## src/rtl/stack_unit.sv

```systemverilog
// -----------------------------------------------------------------------------
// stack_unit
// PUSH/POP/CALL/RET sequencer for the 8-bit ELC3030 core. It takes one stack
// operation at a time and does the data-memory access over a req/ack
// handshake. It then uses the register file's single write port to update SP
// (R3) and, for POP, the destination register. For RET it loads the PC
// instead. SP points to the next free slot.
//
// Ports:
//   clk, rst_n                 clock, synchronous active-low reset
//   op_valid/op_ready          operation handshake (ready only in IDLE)
//   op_kind                    00 PUSH, 01 POP, 10 CALL, 11 RET
//   op_data, op_rd             PUSH/CALL data, POP destination register
//   sp_in                      current SP from the register file
//   mem_req/we/addr/wdata      memory request, held until mem_ack
//   mem_rdata, mem_ack         memory response
//   rf_wr_en/addr/data         register file write port
//   pc_load, pc_value          one-cycle PC load at RET completion
//   busy                       ~op_ready
//   stack_fault                sticky bounds fault
//
// Build option: define STACK_BOUNDS_CHECK_EN to reject PUSH/CALL at SP=0x00
// and POP/RET at SP=0xFF. These operations set the sticky stack_fault. When
// the macro is undefined, SP wraps and stack_fault is tied low.
// -----------------------------------------------------------------------------
module stack_unit (
  input  logic       clk,
  input  logic       rst_n,
  input  logic       op_valid,
  output logic       op_ready,
  input  logic [1:0] op_kind,
  input  logic [7:0] op_data,
  input  logic [1:0] op_rd,
  input  logic [7:0] sp_in,
  output logic       mem_req,
  output logic       mem_we,
  output logic [7:0] mem_addr,
  output logic [7:0] mem_wdata,
  input  logic [7:0] mem_rdata,
  input  logic       mem_ack,
  output logic       rf_wr_en,
  output logic [1:0] rf_wr_addr,
  output logic [7:0] rf_wr_data,
  output logic       pc_load,
  output logic [7:0] pc_value,
  output logic       busy,
  output logic       stack_fault
);

  typedef enum logic [2:0] {IDLE, MEM, SP_WB, REG_WB, PC_WB} state_t;

  state_t     state;
  logic [7:0] sp_reg;
  logic [7:0] data_reg;   // op_data at accept, replaced by mem_rdata on reads
  logic [1:0] kind_reg;
  logic [1:0] rd_reg;
  logic       op_fault;

  // op_kind[0] separates the two directions: 0 = PUSH/CALL, 1 = POP/RET.
`ifdef STACK_BOUNDS_CHECK_EN
  logic fault_reg;
  assign op_fault    = op_kind[0] ? (sp_in == 8'hFF) : (sp_in == 8'h00);
  assign stack_fault = fault_reg;
`else
  assign op_fault    = 1'b0;
  assign stack_fault = 1'b0;
`endif

  assign busy = ~op_ready;

  always_ff @(posedge clk) begin
    if (!rst_n) begin
      state      <= IDLE;
      sp_reg     <= 8'h00;
      data_reg   <= 8'h00;
      kind_reg   <= 2'b00;
      rd_reg     <= 2'b00;
      op_ready   <= 1'b1;
      mem_req    <= 1'b0;
      mem_we     <= 1'b0;
      mem_addr   <= 8'h00;
      mem_wdata  <= 8'h00;
      rf_wr_en   <= 1'b0;
      rf_wr_addr <= 2'b00;
      rf_wr_data <= 8'h00;
      pc_load    <= 1'b0;
      pc_value   <= 8'h00;
`ifdef STACK_BOUNDS_CHECK_EN
      fault_reg  <= 1'b0;
`endif
    end else begin
      case (state)
        IDLE: begin
          if (op_valid) begin
            kind_reg <= op_kind;
            rd_reg   <= op_rd;
            sp_reg   <= sp_in;
            data_reg <= op_data;
            // A faulting op is accepted and then dropped, so it stays in IDLE.
            if (!op_fault) begin
              state     <= MEM;
              op_ready  <= 1'b0;
              mem_req   <= 1'b1;
              mem_we    <= ~op_kind[0];
              mem_addr  <= op_kind[0] ? sp_in + 8'd1 : sp_in;
              mem_wdata <= op_kind[0] ? 8'h00 : op_data;
            end
`ifdef STACK_BOUNDS_CHECK_EN
            if (op_fault) fault_reg <= 1'b1;
`endif
          end
        end

        MEM: begin
          if (mem_ack) begin
            if (kind_reg[0]) data_reg <= mem_rdata;
            mem_req    <= 1'b0;
            mem_we     <= 1'b0;
            mem_addr   <= 8'h00;
            mem_wdata  <= 8'h00;
            rf_wr_en   <= 1'b1;
            rf_wr_addr <= 2'd3;
            rf_wr_data <= kind_reg[0] ? sp_reg + 8'd1 : sp_reg - 8'd1;
            state      <= SP_WB;
          end
        end

        SP_WB: begin
          case (kind_reg)
            2'b01: begin  // POP: second write to the destination register
              rf_wr_addr <= rd_reg;
              rf_wr_data <= data_reg;
              state      <= REG_WB;
            end
            2'b11: begin  // RET: hand the popped address to the PC
              rf_wr_en   <= 1'b0;
              rf_wr_addr <= 2'b00;
              rf_wr_data <= 8'h00;
              pc_load    <= 1'b1;
              pc_value   <= data_reg;
              state      <= PC_WB;
            end
            default: begin  // PUSH/CALL are complete
              rf_wr_en   <= 1'b0;
              rf_wr_addr <= 2'b00;
              rf_wr_data <= 8'h00;
              op_ready   <= 1'b1;
              state      <= IDLE;
            end
          endcase
        end

        REG_WB: begin
          rf_wr_en   <= 1'b0;
          rf_wr_addr <= 2'b00;
          rf_wr_data <= 8'h00;
          op_ready   <= 1'b1;
          state      <= IDLE;
        end

        PC_WB: begin
          pc_load  <= 1'b0;
          pc_value <= 8'h00;
          op_ready <= 1'b1;
          state    <= IDLE;
        end

        default: begin
          op_ready <= 1'b1;
          state    <= IDLE;
        end
      endcase
    end
  end

endmodule
```

## config.mk

```make
export PLATFORM = sky130hd
export DESIGN_NAME = stack_unit
export DESIGN_NICKNAME = d
export VERILOG_FILES = /design/src/rtl/stack_unit.sv
export SDC_FILE = /design/constraint.sdc
export NUM_CORES = 1
export LEC_CHECK = 0
export CAP_MARGIN = 20
export CORE_MARGIN = 8
export CORE_UTILIZATION = 44
export DETAILED_ROUTE_END_ITERATION = 10
export PLACE_DENSITY = 0.75
export SLEW_MARGIN = 20
export SYNTH_ARGS = -nofsm -noshare
export SYNTH_HDL_FRONTEND = slang
export SYNTH_SLANG_ARGS = --single-unit
```

## constraint.sdc

```tcl
create_clock -name clk -period 1.6 [get_ports clk]
set_clock_uncertainty 0.05 [all_clocks]
set_input_delay 0.24 -clock clk [delete_from_list [all_inputs] [get_ports clk]]
set_output_delay 0.24 -clock clk [all_outputs]
set_load 0.005 [all_outputs]
```

==> flow_summary_export.csv, run 1 <==
group,metric,value,unit
route,drtAntennaViolNets,0,
yosys,synth.distinct_cells,46,
yosys,syn-cell-area,2940,um2
timing,period_share,103,%
yosys,synthCells,335,
layout,layout.nets,470,
grt,grt_first_pass_wirelength,13.5,mm
placement,placed_cells,495,
yosys,synth_area_per_cell,8.78,um2
route,drc_errors,0,
timing,fmax,604,MHz
power_and_ir_drop,leakagePower,0.00173,uW
timing,worst_slack,-0.0549,ns
route,wl_per_cell,15.9,um
die,pin_count,73,
yosys,synth_nets,375,
worst_setup_path,ff2ff_setup_slack,-0.05,ns
clock_network,clkSlewWorstSetupHoldPaths,0.07,ns
die,fp.dieH,97.7,um
clock_network,cts_sinks,62,
placement,place_ws,-0.0917,ns
clock_network,cts_buffer_depth,2,
layout,final_util,66.8,%
worst_setup_path,path_class,"flip-flop to flip-flop",
clock_network,ctsHoldBuffers,0,
worst_setup_path,end_kind,"flip-flop",
worst_setup_path,path_max_fanout,8,
hold_path,hold_class,"flip-flop to flip-flop",
route,initialDrtViolationCount,136,
placement,port_buffers,71,
power_and_ir_drop,ir_drop,0.514,mV
clock_network,clock_latency,0.34,ns
layout,syn_to_final_growth,46.0,%
worst_setup_path,arrival,1.82,ns
clock_network,cts_tree,"yes",
yosys,synth_flop_cell,"dfxtp_1",
die,std_cell_rows,29,
clock_network,cts.htree.levels,3,
layout,insertedDiodeCount,0,
route,dr.pass1.iters,4,
worst_setup_path,critPathSlowestCell,"dfxtp_4",
yosys,async_flop_share,0,%
clock_network,cts-root-buf,"clkbuf_8",
grt,antenna_found_initial,0,
worst_setup_path,start_kind,"flip-flop",
timing,drv_slew,0,
grt,first_global_vias,2813,
die,start_util,45.8,%
timing,layout_min_cycle_time,1.65,ns
worst_setup_path,path_buf_inv,1,
status,status,"finished, violations left",
route,via_per_inst,5.35,
route,wl,8.14,mm
yosys,seq_area_frac_synth,42.2,%
grt,grt_remaining_overflow,0,
status,violations,"setup timing",
layout,layout_commonest_cell,"clkdlybuf4s50_1",
worst_setup_path,crit_family,"compound AO/OA/AOI/OAI gates",
worst_setup_path,cp_data_required_time,1.77,ns
grt,grt_max_degree,33,
clock_network,cts_made_buffers,9,
timing,timing.hold.ws,0.398,ns
placement,place.gp.congestion,0.962,
die,dieArea,9550,um2
layout,final_cell_mix,"clkdlybuf4s50_1 (71), nand2_1 (60), dfxtp_1 (59)",
timing,finalSetupTns,-0.115,ns
layout,final_cells,512,
timing,setup_viol,3,
power_and_ir_drop,power_density,989,nW/um2
die,coreArea,6420,um2
route,routed-via-count,2739,
timing,final_hold_viol_count,0,
layout,drive_gt1_share,17.7,%
placement,dp.final_hpwl,5.98,mm
worst_setup_path,crit_path_cell_trace,"inv_8, ha_4, a211oi_4, o21bai_1, a21oi_1, xor2_1, o31ai_1",
run,drv_cap,0,
worst_setup_path,cpPeakStageDelay,0.37,ns
die,die_x,97.7,um
grt,grt_use_total,17.1,%
yosys,ys_seq_elements,62,
timing,rsz0062_at_grt,"true",
yosys,synth_edf_count,0,
yosys,ys.warnings.count,0,
[synthesized netlist by cell type, drive strengths merged (2+ instances only)]
master  count  area, um2
nand2      60        225
a21boi     19        143
clkbuf     10       37.5
inv         5       18.8
a21o        2       15.0
nand4       4       25.0
mux2i      11        110
xnor2       6       52.6
nor2b      20        128
xor2        4       35.0
and3        3       18.8
a211oi      3       22.5
o21ai      18        101
a21oi      18       93.8
buf        10       61.3
nor2       11       51.3
nand2b      5       31.3
ha          7       87.6
and2        5       33.8
o211ai      3       22.5
nand3       9       45.0
dfxtp      62       1240
a22oi      15        113
o211a      11        110
[final timing paths]
check | start | to | depth (start not counted)
worst max-delay path | kind_reg[0]$_SDFFE_PN0P_ | rf_wr_data[5]$_SDFFE_PN0P_ | 7
worst max register to register | kind_reg[0]$_SDFFE_PN0P_ | rf_wr_data[5]$_SDFFE_PN0P_ | 7
worst min-delay path | pc_value[7]$_SDFFE_PN0P_ | pc_value[7]$_SDFFE_PN0P_ | 2
worst min register to register | pc_value[7]$_SDFFE_PN0P_ | pc_value[7]$_SDFFE_PN0P_ | 2
[area by class of cell]
cell class	instances	area, um2
timing repair buffer	104	1000
multi-input combinational	248	1700
inverter	5	26.3
clock buffer	11	141
tap	77	96.3
sequential	62	1250
clock inverter	5	81.3
fill	546	2130
[worst min-delay path: stages (launching register included)]
cell and delay, ns:
dfxtp_1 0.31, nand2_1 0.05, a21oi_1 0.05
[metal layers]
metal  GRT usage (%)  vias to the layer above  wire, um
met4            8.51                        0       155
met5               0                        -         0
li1                -                     1364         -
met3            4.83                       13       473
met1            19.8                     1290      3540
met2            28.4                       72      3970
[report_power, final]
| part | internal, uW | switching [uW] | total (uW) | leakage, uW |
|---|---|---|---|---|
| registers | 1660 | 91.9 | 1750 | 0.000509 |
| clock network | 923 | 631 | 1550 | 0.000110 |
| logic | 528 | 414 | 942 | 0.00111 |
[timing repair]
item	CTS	global route
setup endpoints to repair	6	12
pin swaps	5	5
gates resized for setup	14	13
gates cloned	0	0
buffers inserted	1	0
[per-stage QoR]
step / power [uW] / instance area (um2)
floorplan: 2210 / 2950
detailed placement: 2640 / 3940
global placement: 2630 / 3940
CTS: 4240 / 4230
global route: 4450 / 4290
finish: 4240 / 4290
[logic make-up after synthesis]
family                     Yosys count  synth area share, %
AOI/OAI and AO/OA                   97                 23.2
DFF                                 62                 42.2
adders and majority gates            8                 3.66
xor gates and xnor gates            10                 2.98
other                                1                0.128
muxes                               11                 3.74
buffers and inverters               25                 4.00
and+or+nand+nor                    121                 20.0
(Power assumes the default switching activity.)
==> inputs of run 2 (changes only) <==
- TNS_END_PERCENT: default -> 10
==> flow_summary_export.csv, run 2 (synthesized netlist as in run 1, its figures left out) <==
group,metric,value,unit
placement,place_ws,-0.0917,ns
clock_network,cts_tree,"yes",
placement,port_buffers,71,
clock_network,cts.htree.levels,3,
run,drv_cap,0,
layout,drive_gt1_share,17.0,%
power_and_ir_drop,ir_drop,0.522,mV
layout,ff_latch_area,1240,um2
power_and_ir_drop,leakagePower,0.00172,uW
route,routed-via-count,2720,
layout,layout_commonest_cell,"clkdlybuf4s50_1",
layout,final_cells,512,
layout,multiInputGateArea,1670,um2
grt,grt_max_degree,33,
worst_setup_path,path_max_fanout,8,
power_and_ir_drop,internal_power,3100,uW
die,std_cell_rows,29,
grt,grt_use_total,17.0,%
worst_setup_path,cpPeakStageDelay,0.37,ns
timing,final_hold_viol_count,0,
timing,layout_min_cycle_time,1.69,ns
die,start_util,45.8,%
worst_setup_path,path_buf_inv,2,
layout,final_cell_mix,"clkdlybuf4s50_1 (71), nand2_1 (60), dfxtp_1 (59)",
route,drc_errors,0,
timing,worst_slack,-0.0940,ns
worst_setup_path,critPathSlowestCell,"dfxtp_2",
timing,fmax,590,MHz
worst_setup_path,end_kind,"flip-flop",
die,fp.dieH,97.7,um
route,via_per_inst,5.31,
clock_network,cts_buffer_depth,2,
clock_network,cts_sinks,62,
power_and_ir_drop,power_density,995,nW/um2
power_and_ir_drop,p_seq_share,41.2,%
route,drtAntennaViolNets,0,
grt,grt_first_pass_wirelength,13.4,mm
grt,antenna_found_initial,0,
power_and_ir_drop,power_frac_comb,21.8,%
layout,syn_to_final_growth,44.8,%
worst_setup_path,crit_path_cell_trace,"inv_6, fa_2, a21oi_2, o21ai_2, buf_4, nor3b_2, a21oi_1, a21oi_1",
clock_network,cts_made_buffers,9,
hold_path,min_path_cells,2,
route,initialDrtViolationCount,124,
status,violations,"setup timing",
worst_setup_path,crit_cells,8,
power_and_ir_drop,switchingPower,1140,uW
die,die_x,97.7,um
route,wl_per_cell,15.6,um
worst_setup_path,worst_path_most_repeated_cell,"a21oi_1",
hold_path,hold_class,"flip-flop to flip-flop",
timing,period_share,106,%
clock_network,clock_latency,0.34,ns
timing,rsz0062_at_grt,"true",
power_and_ir_drop,switching_share,26.8,%
layout,n_fill_cell,557,
timing,drv_slew,0,
worst_setup_path,arrival,1.92,ns
route,dr.pass1.iters,5,
worst_setup_path,start_kind,"flip-flop",
placement,place.gp.congestion,0.962,
die,dieArea,9550,um2
timing,setup_viol,5,
worst_setup_path,path_class,"flip-flop to flip-flop",
worst_setup_path,crit_family,"compound AO/OA/AOI/OAI gates",
clock_network,clkSlewWorstSetupHoldPaths,0.07,ns
placement,dp.final_hpwl,5.98,mm
worst_setup_path,rr_worst_depth,8,
power_and_ir_drop,power.clock.fraction,36.9,%
grt,grt_remaining_overflow,0,
layout,insertedDiodeCount,0,
clock_network,ctsHoldBuffers,0,
route,wl,7.98,mm
die,coreArea,6420,um2
clock_network,cts-root-buf,"clkbuf_8",
die,pin_count,73,
placement,placed_cells,495,
layout,layout.nets,470,
status,status,"finished, violations left",
grt,first_global_vias,2784,
worst_setup_path,cp_data_required_time,1.83,ns
-- run 2: final timing paths --
check                                                  end  slack (ns)                      from
worst max-delay path            rf_wr_data[4]$_SDFFE_PN0P_       -0.09  kind_reg[0]$_SDFFE_PN0P_
worst min-delay path              pc_value[7]$_SDFFE_PN0P_        0.40  pc_value[7]$_SDFFE_PN0P_
worst max register to register  rf_wr_data[4]$_SDFFE_PN0P_       -0.09  kind_reg[0]$_SDFFE_PN0P_
worst min register to register    pc_value[7]$_SDFFE_PN0P_        0.40  pc_value[7]$_SDFFE_PN0P_
-- run 2: what timing repair did --
item,in CTS,in global routing
gates resized for setup,9,12
setup buffers,0,1
pin swaps,4,4
setup endpoints to repair,6,16
-- run 2: power groups by stage --
stage	logic (uW)	clock network [uW]	registers, uW
final	925	1560	1750
after global routing	1010	1660	1760
after CTS	894	1590	1740
after detailed placement	870	0	1770
after global placement	858	0	1770
after floorplan	459	0	1760
-- run 2: final cells by class --
cell class / instances / area share, %
Clock inverter: 5 / 1.91
Clock buffer: 11 / 3.32
Sequential cell: 62 / 29.2
Multi-Input combinational cell: 248 / 39.2
Inverter: 5 / 0.558
Timing Repair Buffer: 104 / 23.5
Tap cell: 77 / 2.26
-- run 2: layer usage --
metal	up-vias	GRT usage (%)	wire, um
li1	1364	-	-
met1	1277	19.7	3490
met2	69	28.5	3920
met3	10	4.76	455
met4	0	7.43	102
met5	-	0	0
-- run 2: worst reg2reg max path: stages (launching register included) --
cell and delay, ns:
dfxtp_2 0.37, inv_6 0.07, fa_2 0.36, a21oi_2 0.18, o21ai_2 0.09, buf_4 0.14
nor3b_2 0.19, a21oi_1 0.06, a21oi_1 0.13
-- run 2: through the flow --
stage                     utilization [%]  total power (uW)  TNS [ns]  cell area (um2)  hold WS (ns)
after floorplan                         -              2210         0             2950         0.335
after global placement               61.3              2630    -0.826             3940         0.389
after detailed placement             61.3              2640     -2.04             3940         0.390
after CTS                            65.4              4230   -0.0712             4200         0.400
after global routing                 66.3              4430    -0.700             4260         0.430
final                                66.3              4230    -0.217             4260         0.398
==> inputs of run 3 (changes only) <==
- CORE_UTILIZATION: 44 -> 40
- PLACE_DENSITY: 0.75 -> 0.7
==> flow_summary_export.csv, run 3 (synthesized netlist as in run 1, its figures left out) <==
group,metric,value,unit
placement,port_buffers,71,
route,wl,7.83,mm
clock_network,postCtsSetupBuffers,0,
placement,place_ws,-0.101,ns
clock_network,clock_latency,0.34,ns
route,initialDrtViolationCount,96,
worst_setup_path,start_kind,"flip-flop",
layout,final_cell_mix,"clkdlybuf4s50_1 (71), dfxtp_1 (60), nand2_1 (59)",
power_and_ir_drop,power_frac_comb,20.6,%
timing,worst_slack,-0.0729,ns
placement,placed_cells,519,
clock_network,cts_sinks,62,
power_and_ir_drop,switching_share,25.2,%
clock_network,cts_tree,"yes",
route,wl_per_cell,14.6,um
die,std_cell_rows,31,
layout,syn_to_final_growth,47.7,%
clock_network,cts.htree.levels,3,
timing,rsz0062_at_grt,"true",
layout,final_util,60.5,%
die,dieArea,10400,um2
die,start_util,41.0,%
timing,final_hold_viol_count,0,
power_and_ir_drop,power.clock.fraction,40.7,%
die,coreArea,7180,um2
layout,finish.instance_area,4340,um2
clock_network,clkSlewWorstSetupHoldPaths,0.07,ns
grt,grt_first_pass_wirelength,12.8,mm
layout,insertedDiodeCount,0,
clock_network,cts-root-buf,"clkbuf_8",
run,drv_cap,0,
power_and_ir_drop,leakagePower,0.00175,uW
layout,final_cells,535,
worst_setup_path,end_kind,"flip-flop",
worst_setup_path,cp_data_required_time,1.76,ns
timing,drv_slew,0,
clock_network,cts_made_buffers,9,
power_and_ir_drop,ir_drop,0.478,mV
clock_network,cts_buffer_depth,2,
layout,drive_gt1_share,18.1,%
grt,grt_remaining_overflow,0,
power_and_ir_drop,switchingPower,1140,uW
route,via_per_inst,5.07,
worst_setup_path,arrival,1.83,ns
route,dr.pass1.iters,4,
power_and_ir_drop,power_density,1040,nW/um2
timing,timing.hold.ws,0.401,ns
grt,first_global_vias,2664,
power_and_ir_drop,p_seq_share,38.7,%
grt,grt_use_total,15.6,%
grt,grt_max_degree,23,
route,drtAntennaViolNets,0,
timing,setup_viol,3,
clock_network,ctsHoldBuffers,0,
die,die_x,102,um
die,pin_count,73,
placement,place.gp.congestion,0.864,
hold_path,hold_class,"flip-flop to flip-flop",
route,routed-via-count,2713,
layout,n_fill_cell,632,
route,drc_errors,0,
grt,antenna_found_initial,0,
power_and_ir_drop,internal_power,3380,uW
layout,layout.nets,471,
timing,period_share,105,%
die,fp.dieH,102,um
placement,dpl_cell_area,3970,um2
timing,layout_min_cycle_time,1.67,ns
layout,layout_commonest_cell,"clkdlybuf4s50_1",
placement,dp.final_hpwl,5.88,mm
timing,fmax,598,MHz
worst_setup_path,path_max_fanout,8,
status,status,"finished, violations left",
status,violations,"setup timing",
worst_setup_path,path_class,"flip-flop to flip-flop",
[run 3: cell type report]
cell class	count	area [um2]	area share (%)
clock inverters	7	145	3.34
inverters	5	23.8	0.547
repair buffers	105	991	22.8
well taps	99	124	2.85
clock buffers	9	124	2.85
flip-flops and latches	62	1240	28.6
multi-input cells	248	1690	39.0
[run 3: path summary, 6_finish.rpt]
path	startpoint	endpoint	slack, ns	depth (start not counted)
max	kind_reg[0]$_SDFFE_PN0P_	rf_wr_data[7]$_SDFFE_PN0P_	-0.07	7
min	pc_value[7]$_SDFFE_PN0P_	pc_value[7]$_SDFFE_PN0P_	0.40	2
max reg2reg	kind_reg[0]$_SDFFE_PN0P_	rf_wr_data[7]$_SDFFE_PN0P_	-0.07	7
min reg2reg	pc_value[7]$_SDFFE_PN0P_	pc_value[7]$_SDFFE_PN0P_	0.40	2
[run 3: metal layers]
| layer | GRT usage [%] | share of wire, % | vias to the layer above |
|---|---|---|---|
| met2 | 26.5 | 48 | 80 |
| met1 | 18.2 | 44 | 1248 |
| met3 | 4.81 | 7.0 | 13 |
| met4 | 5.04 | 1.5 | 0 |
| met5 | 0 | 0 | - |
| li1 | - | - | 1372 |
[run 3: repair_timing]
item | in CTS | in global routing
pin swaps | 7 | 3
gates cloned | 0 | 0
resized for setup | 17 | 6
setup endpoints to repair | 6 | 13
[run 3: metrics by stage]
stage	TNS [ns]	total power (uW)
floorplan	0	2210
global placement	-1.32	2630
detailed placement	-2.07	2640
CTS	-0.0498	4530
global route	-0.766	4710
finish	-0.180	4510
[run 3: power by group through the flow]
stage / clock (uW) / sequential (uW) / combinational [uW]
floorplan: 0 / 1760 / 459
global route: 1930 / 1760 / 1030
CTS: 1860 / 1740 / 921
finish: 1840 / 1750 / 928
global placement: 0 / 1770 / 858
detailed placement: 0 / 1770 / 868
[run 3: critical path: stages (launching register included)]
cell	delay, ns
dfxtp_2	0.34
inv_6	0.11
ha_4	0.23
a211oi_4	0.28
o211ai_1	0.15
nand2_1	0.11
mux2i_1	0.21
a211oi_2	0.06
